--- config.mk ---
export PLATFORM = sky130hd
export DESIGN_NAME = vc_input_buffer
export DESIGN_NICKNAME = d
export VERILOG_FILES = /design/src/rtl/vc_input_buffer.sv
export SDC_FILE = /design/constraint.sdc
export NUM_CORES = 1
export LEC_CHECK = 0
export CORE_MARGIN = 2
export CORE_UTILIZATION = 46
export CTS_CLUSTER_SIZE = 28
export DETAILED_ROUTE_END_ITERATION = 10
export GPL_TIMING_DRIVEN = 0
export PLACE_DENSITY_LB_ADDON = 0.15
export SYNTH_ARGS = -nofsm -noshare
export SYNTH_HDL_FRONTEND = slang
export SYNTH_SLANG_ARGS = --single-unit
export TNS_END_PERCENT = 30
--- constraint.sdc ---
create_clock -name clk -period 2.49 [get_ports clk]
set_input_delay 0.498 -clock clk [delete_from_list [all_inputs] [get_ports clk]]
set_output_delay 0.498 -clock clk [all_outputs]
set_load 0.1 [all_outputs]
--- src/rtl/vc_input_buffer.sv ---
// vc_input_buffer: two-VC flit input buffer.
// Each virtual channel has its own circular FIFO of DEPTH entries. The
// downstream controller selects one VC at a time and may pop its head flit.
// The ready and valid flags come straight from the registered occupancy
// counts. There is no bypass, so a full VC never accepts a write in the
// cycle it is popped.
// Optional feature: define VC_CREDIT_EN to add the credit_out port. It
// carries a registered per-VC pulse in the cycle after each accepted pop.
module vc_input_buffer #(
   parameter int DATA_W = 32,
   parameter int DEPTH  = 4
) (
   input  logic              clk,
   input  logic              reset,
   input  logic              in_valid,
   input  logic              in_vc,
   input  logic [DATA_W-1:0] in_data,
   output logic [1:0]        in_ready,
   output logic              vc0_valid,
   output logic              vc1_valid,
   input  logic [1:0]        selected_vc,
   input  logic              out_pop,
   output logic [DATA_W-1:0] out_data,
   output logic              overflow_err
`ifdef VC_CREDIT_EN
   ,
   output logic [1:0]        credit_out
`endif
);

   localparam int PTR_W = (DEPTH > 1) ? $clog2(DEPTH) : 1;
   localparam int CNT_W = PTR_W + 1;
   localparam logic [CNT_W-1:0] FULL_CNT = CNT_W'(DEPTH);
   localparam logic [CNT_W-1:0] ZERO_CNT = {CNT_W{1'b0}};

   // Storage arrays; contents are deliberately not cleared by reset.
   logic [DATA_W-1:0] mem0_r [DEPTH];
   logic [DATA_W-1:0] mem1_r [DEPTH];

   logic [1:0][PTR_W-1:0] wr_ptr_r;
   logic [1:0][PTR_W-1:0] rd_ptr_r;
   logic [1:0][CNT_W-1:0] count_r;
   logic                  overflow_r;

   logic [1:0] in_ready_s;
   logic [1:0] not_empty_s;
   logic [1:0] wr_en_s;
   logic [1:0] pop_en_s;
   logic       drop_s;

   // Flow-control flags and the per-VC write/pop enables, from registered state only.
   always_comb begin
      in_ready_s  = 2'b00;
      not_empty_s = 2'b00;
      wr_en_s     = 2'b00;
      pop_en_s    = 2'b00;
      drop_s      = 1'b0;
      for (int v = 0; v < 2; v++) begin
         in_ready_s[v]  = (count_r[v] != FULL_CNT);
         not_empty_s[v] = (count_r[v] != ZERO_CNT);
      end
      wr_en_s[0]  = in_valid & ~in_vc & in_ready_s[0];
      wr_en_s[1]  = in_valid &  in_vc & in_ready_s[1];
      pop_en_s[0] = out_pop & (selected_vc == 2'b00) & not_empty_s[0];
      pop_en_s[1] = out_pop & (selected_vc == 2'b01) & not_empty_s[1];
      drop_s      = in_valid & ~in_ready_s[in_vc];
   end

   // Pointer and occupancy update per VC; pointers wrap naturally at DEPTH.
   always_ff @(posedge clk or posedge reset) begin
      if (reset) begin
         wr_ptr_r <= '{default: {PTR_W{1'b0}}};
         rd_ptr_r <= '{default: {PTR_W{1'b0}}};
         count_r  <= '{default: {CNT_W{1'b0}}};
      end else begin
         for (int v = 0; v < 2; v++) begin
            if (wr_en_s[v]) begin
               wr_ptr_r[v] <= wr_ptr_r[v] + PTR_W'(1);
            end
            if (pop_en_s[v]) begin
               rd_ptr_r[v] <= rd_ptr_r[v] + PTR_W'(1);
            end
            case ({wr_en_s[v], pop_en_s[v]})
               2'b10:   count_r[v] <= count_r[v] + CNT_W'(1);
               2'b01:   count_r[v] <= count_r[v] - CNT_W'(1);
               default: count_r[v] <= count_r[v];
            endcase
         end
      end
   end

   // Payload storage writes at the selected VC's write pointer.
   always_ff @(posedge clk) begin
      if (wr_en_s[0]) begin
         mem0_r[wr_ptr_r[0]] <= in_data;
      end
      if (wr_en_s[1]) begin
         mem1_r[wr_ptr_r[1]] <= in_data;
      end
   end

   // Sticky overflow flag: set by any flit offered to a full VC, cleared only by reset.
   always_ff @(posedge clk or posedge reset) begin
      if (reset) begin
         overflow_r <= 1'b0;
      end else if (drop_s) begin
         overflow_r <= 1'b1;
      end else begin
         overflow_r <= overflow_r;
      end
   end

   // Head-of-line mux for the selected VC; zero when nothing valid is selected.
   always_comb begin
      out_data = {DATA_W{1'b0}};
      case (selected_vc)
         2'b00: begin
            if (not_empty_s[0]) begin
               out_data = mem0_r[rd_ptr_r[0]];
            end else begin
               out_data = {DATA_W{1'b0}};
            end
         end
         2'b01: begin
            if (not_empty_s[1]) begin
               out_data = mem1_r[rd_ptr_r[1]];
            end else begin
               out_data = {DATA_W{1'b0}};
            end
         end
         default: out_data = {DATA_W{1'b0}};
      endcase
   end

   assign in_ready     = in_ready_s;
   assign vc0_valid    = not_empty_s[0];
   assign vc1_valid    = not_empty_s[1];
   assign overflow_err = overflow_r;

`ifdef VC_CREDIT_EN
   logic [1:0] credit_r;

   // Credit return: one registered pulse per accepted pop, in the following cycle.
   always_ff @(posedge clk or posedge reset) begin
      if (reset) begin
         credit_r <= 2'b00;
      end else begin
         credit_r <= pop_en_s;
      end
   end

   assign credit_out = credit_r;
`endif

endmodule

* Word level (Yosys, flattened, before mapping)
Memories as Yosys holds them, arrays and structs flattened. Index checks and enable logic that the tools add are counted.
Operators by class: reduce and logical (&&, ||, !) cells 5, add/sub/neg operators 8, muxes and demuxes 11, order comparisons 1, equal/unequal tests 7, div/mod/pow operators 0, bitwise gates (word level) 11, shift-type cells 0, multipliers 0
Operators with widths (number):
- $mux W32 | 2
- $pmux W32 S2 | 1
- $pmux W3 S2 | 2
- $and A1 B1 Y1 | 9
- $add A2 B1 Y2 const B | 4
- $add A3 B1 Y3 const B | 2
- $eq A2 B1 Y1 const B | 3
- $mux W1 | 6
- $ne A3 B3 Y1 const B | 2
- $reduce_bool A3 Y1 | 2
- $sub A3 B1 Y3 const B | 2
- $eq A2 B2 Y1 const B | 2
- $reduce_bool A2 Y1 | 2
- $logic_not A2 Y1 | 1
- $lt A1 B2 Y1 const B | 1
- $not A1 Y1 | 2
Word-level totals: input bits 39, RAM bits 256, bits in read-only memories 0, register bits after elaboration 15, memories kept 2, latch bits 0, word-level logic and storage cells 52
Memories:
- mem0_r | words 4, bits a word 32, rd ports 1, clocked after Yosys merged registers in 0, wr ports 1, line 37 | logic [DATA_W-1:0] mem0_r [DEPTH];
- mem1_r | words 4, bits a word 32, rd ports 1, clocked after Yosys merged registers in 0, wr ports 1, line 38 | logic [DATA_W-1:0] mem1_r [DEPTH];

* Depth between registers and ports, before layout
word-level depth 5, gate-level depth with buffers 10, gate-level depth less buffers 9

* Least setup slack after synthesis
OpenSTA, ideal clock, no wires.
path kind register to output, start point reg count_r[0] (netlist bit), end point out out_data[0], arrival 1.926 ns, data required time 1.992 ns, buffers on the path 2, cell stages (with the launch flop) 6, setup slack 0.066 ns, cells stage by stage dfrtp_1 > or3_4 > and2_4 > buf_6 > buf_6 > a22o_1
Between the ends: cells in the longest elaborated chain, start to end 3
RTL lines:
- from (decl) | line 42 | logic [1:0][CNT_W-1:0] count_r;
- from (signal, indexed assignment) | line 84 | 2'b10: count_r[v] <= count_r[v] + CNT_W'(1);
- from (signal, indexed assignment) | line 85 | 2'b01: count_r[v] <= count_r[v] - CNT_W'(1);
- from (signal, indexed assignment) | line 86 | default: count_r[v] <= count_r[v];
- $reduce_bool A3 Y1 | line 60 | not_empty_s[v] = (count_r[v] != ZERO_CNT);
- via vc0_valid | line 19 | output logic vc0_valid,
- $mux W32 | line 118 | if (not_empty_s[0]) begin
- $pmux W32 S2 | line 116 | case (selected_vc)
- to (decl) | line 23 | output logic [DATA_W-1:0] out_data,
The timed path passes the listed nets, and every way through them passes these cells.

* Worst setup path after layout
start point reg rd_ptr_r[0] (netlist bit), end point out out_data[5]
Between the ends: cells in the longest elaborated chain, start to end 3
RTL lines:
- from (decl) | line 41 | logic [1:0][PTR_W-1:0] rd_ptr_r;
- from (signal, indexed assignment) | line 81 | rd_ptr_r[v] <= rd_ptr_r[v] + PTR_W'(1);
- $mem_v2 Z4 W32
- $mux W32 | line 118
- $pmux W32 S2 | line 116
Every way passes these cells.

==> summary.txt <==
Flow run
  • Number of max-cap violations: 0

Global route
  • GRT overflow: 0
  • Antenna violations before repair: 0
  • Tot GR Track Use: 0.178
  • Vias in the first global route: 5158
  • Largest net degree at the start of global routing: 33
  • Global-route wire length before repair: 31900 um

Synth
  • Yosys top cell by area: edfxtp_1
  • Synth cell types: 28
  • Yosys top cell area share: 0.713
  • Post-Syn Nets: 511
  • Synth warn: 0
  • Post-synth EDFFs: 256
  • Main synth FF type: edfxtp_1
  • Cell area after synthesis: 10800 um^2
  • Post-Synthesis Cells: 460
  • Post-synth ARST share: 0.0554
  • Sequential-to-total area share from yosys stat: 0.748
  • Mapped Avg Cell Area: 23.4 um^2
  • Register bit total from synthesis: 271
  • Synth top area cells: edfxtp_1, mux4_1, mux4_2

Clock network
  • Clock insertion delay at the later pin of the skew report: 520 ps
  • Clock-pin slew on the worst setup and hold paths: 60 ps
  • Clk buf depth: 3
  • Clock buffers created by TritonCTS: 27
  • TritonCTS clock tree: done
  • Post-CTS Hold Buffers: 0
  • H-tree levels: 1
  • Clock tree root buffer cell: clkbuf_16
  • Clk sinks: 271

STA
  • Final setup viols: 36
  • Post-route minimum period: 2730 ps
  • Max Freq: 0.366 GHz
  • RSZ-0062 raised after global routing: yes
  • Setup WS post-layout: -240 ps
  • Worst Skew: 11.0 ps
  • Slew Viols, Final: 0
  • Final hold slack: 373 ps
  • Worst Tran Pin Value: 1090 ps
  • Fin crit share: 1.10
  • Max_slew headroom: 0.274
  • Final Hold Fails: 0

Die
  • Std-Cell Rows: 56
  • Die W: 157 um
  • Die Area: 24700 um^2
  • Core Footprint: 23300 um^2
  • Initial core utilization: 0.464
  • Die height: 157 um
  • Top Ports: 76

Placed design
  • GPL Wtd Cong: 0.692
  • Detailed Place HPWL: 12100 um
  • Port bufs: 75
  • Place WS: -1020 ps

Routing
  • ANT nets after route: 0
  • Drt wl/cell: 23.2 um
  • DRT iter0 DRCs: 346
  • Drt pass-1 iters: 4
  • Drt total wl: 21400 um
  • Post-route DRC: 0
  • Vias post-DR: 4897
  • Vias/cell: 5.30

Final layout
  • Share of cells above drive strength 1: 0.298
  • Final nets: 635
  • Area grow syn2layout: 23.1%
  • Antenna Cells: 0

Critical path
  • Kind of start point of the critical path: register
  • Crit path kind: reg -> out
  • Crit path cell chain: buf_8, buf_12, buf_8, mux4_2, a22o_4, buf_12
  • Crit-path slowest cell: mux4_2
  • Worst EP arrival: 2230 ps
  • CP max FO: 6
  • Crit-path max cell delay: 500 ps
  • Critical Path Source: rd_ptr_r[0]
  • Reg2reg setup slack: 60 ps
  • Reg2reg start: count_r[0]
  • CP required: 1990 ps
  • CP Capture Type: output port

Status
  • Failing checks: setup timing
  • Status: complete, but fails checks

Power
  • Max rail drop VDD: 0.739 mV
  • LEAKAGE: 4.57 nW
  • Pwr/cell area: 1180 nW/um^2

Hold path
  • Hold Path Class: in -> async
## metal layers
| layer | global-route usage | part of all wire |
|---|---|---|
| met1 | 0.252 | 0.44 |
| met2 | 0.295 | 0.50 |
| met3 | 0.0292 | 0.046 |
| met4 | 0.0411 | 0.016 |
| met5 | 0 | 0 |
## report_power, final
part           internal [W]  switching (W)  total, W  leakage, nW
combinational       0.00260        0.00345   0.00605         1.67
clock               0.00227        0.00158   0.00385        0.411
sequential          0.00560       0.000191   0.00579         2.50
total                0.0105        0.00523    0.0157         4.57
## per-stage QoR
stage	utilization	area [um^2]	std cells	TNS, ps	power, W
detailed placement	0.517	12000	858	-49280	0.0112
global placement	0.513	11900	854	-150480	0.0111
CTS	0.568	13200	923	-7710	0.0157
global route	0.571	13300	924	-8450	0.0163
finish	0.571	13300	924	-6020	0.0157
floorplan	-	10800	460	0	0.00984
## Yosys cell counts, types with 2 or more instances
| library cell | n |
|---|---|
| edfxtp_1 | 256 |
| mux4_1 | 36 |
| a22o_1 | 32 |
| mux4_2 | 28 |
| buf_6 | 18 |
| dfrtp_1 | 15 |
| inv_1 | 13 |
| ha_1 | 10 |
| clkbuf_8 | 6 |
| xnor2_1 | 6 |
| xor2_1 | 6 |
| and2_1 | 4 |
| and2_2 | 4 |
| mux2i_1 | 3 |
| nor2_1 | 3 |
| and2_4 | 2 |
| and3_1 | 2 |
| fa_1 | 2 |
| mux2_4 | 2 |
| nand4_1 | 2 |
| or3_4 | 2 |
| or3b_4 | 2 |
## state kept, by name (all words and copies together), names as in the netlist
register,flops
count_r,6
mem0_r,128
overflow_err,1
rd_ptr_r,4
mem1_r,128
wr_ptr_r,4
## worst paths after layout
kind                            cells past startpoint            to
worst min-delay path                                2  overflow_err
worst max register to register                     11    count_r[2]
worst max-delay path                                6   out_data[5]
min in group clk                                    1  overflow_err
max in group asynchronous                           2   rd_ptr_r[1]
worst min register to register                      1  overflow_err
## placed cells by master, fill, tap and decap left out, types with 3 or more instances in the layout
cell type / count
mux4_1: 23
buf_4: 13
clkbuf_16: 28
buf_6: 28
clkdlybuf4s50_1: 38
buf_12: 22
dlygate4sd2_1: 5
a22o_4: 4
edfxtp_1: 256
xnor2_1: 6
mux4_2: 41
dfrtp_1: 15
clkbuf_8: 11
mux2i_1: 3
clkbuf_1: 13
inv_1: 13
and2_2: 8
xor2_1: 6
a22o_1: 28
buf_8: 5
nor2_1: 3
ha_1: 9
buf_16: 3
## cells by family (layout without fill, tap and decap cells)
group,Yosys count,after routing,share of synthesized area
AO/OA/AOI/OAI,33,33,0.0267
buffers and inverters,39,184,0.0320
XOR/XNOR,12,12,0.00975
adder cells (fa/ha/maj),12,12,0.0153
multiplexers,69,69,0.152
AND/OR/NAND/NOR,24,24,0.0167
flip-flops,271,271,0.748
## area by class of cell
| class | instances | area, um^2 |
|---|---|---|
| inverter | 13 | 48.8 |
| tap | 319 | 399 |
| fill | 1754 | 9990 |
| timing repair buffer | 97 | 1180 |
| clock buffer | 45 | 793 |
| sequential | 271 | 8060 |
| clock inverter | 5 | 56.3 |
| buffer | 24 | 364 |
| multi-input combinational | 150 | 2370 |
## critical path: cells and delay by family (launching register included)
family                 cells  cell delay (ps)
buffers and inverters      4              550
flip-flops                 1              360
AO/OA/AOI/OAI              1              280
multiplexers               1              500
## timing repair
action / 4_1_cts / 5_1_grt
gates resized for setup: 273 / 23
hold endpoints to repair: 0 / 0
gates cloned: 3 / 1
pin swaps: 9 / 7
setup endpoints to repair: 37 / 38
setup buffers: 14 / 1
(Power assumes the default switching activity.)
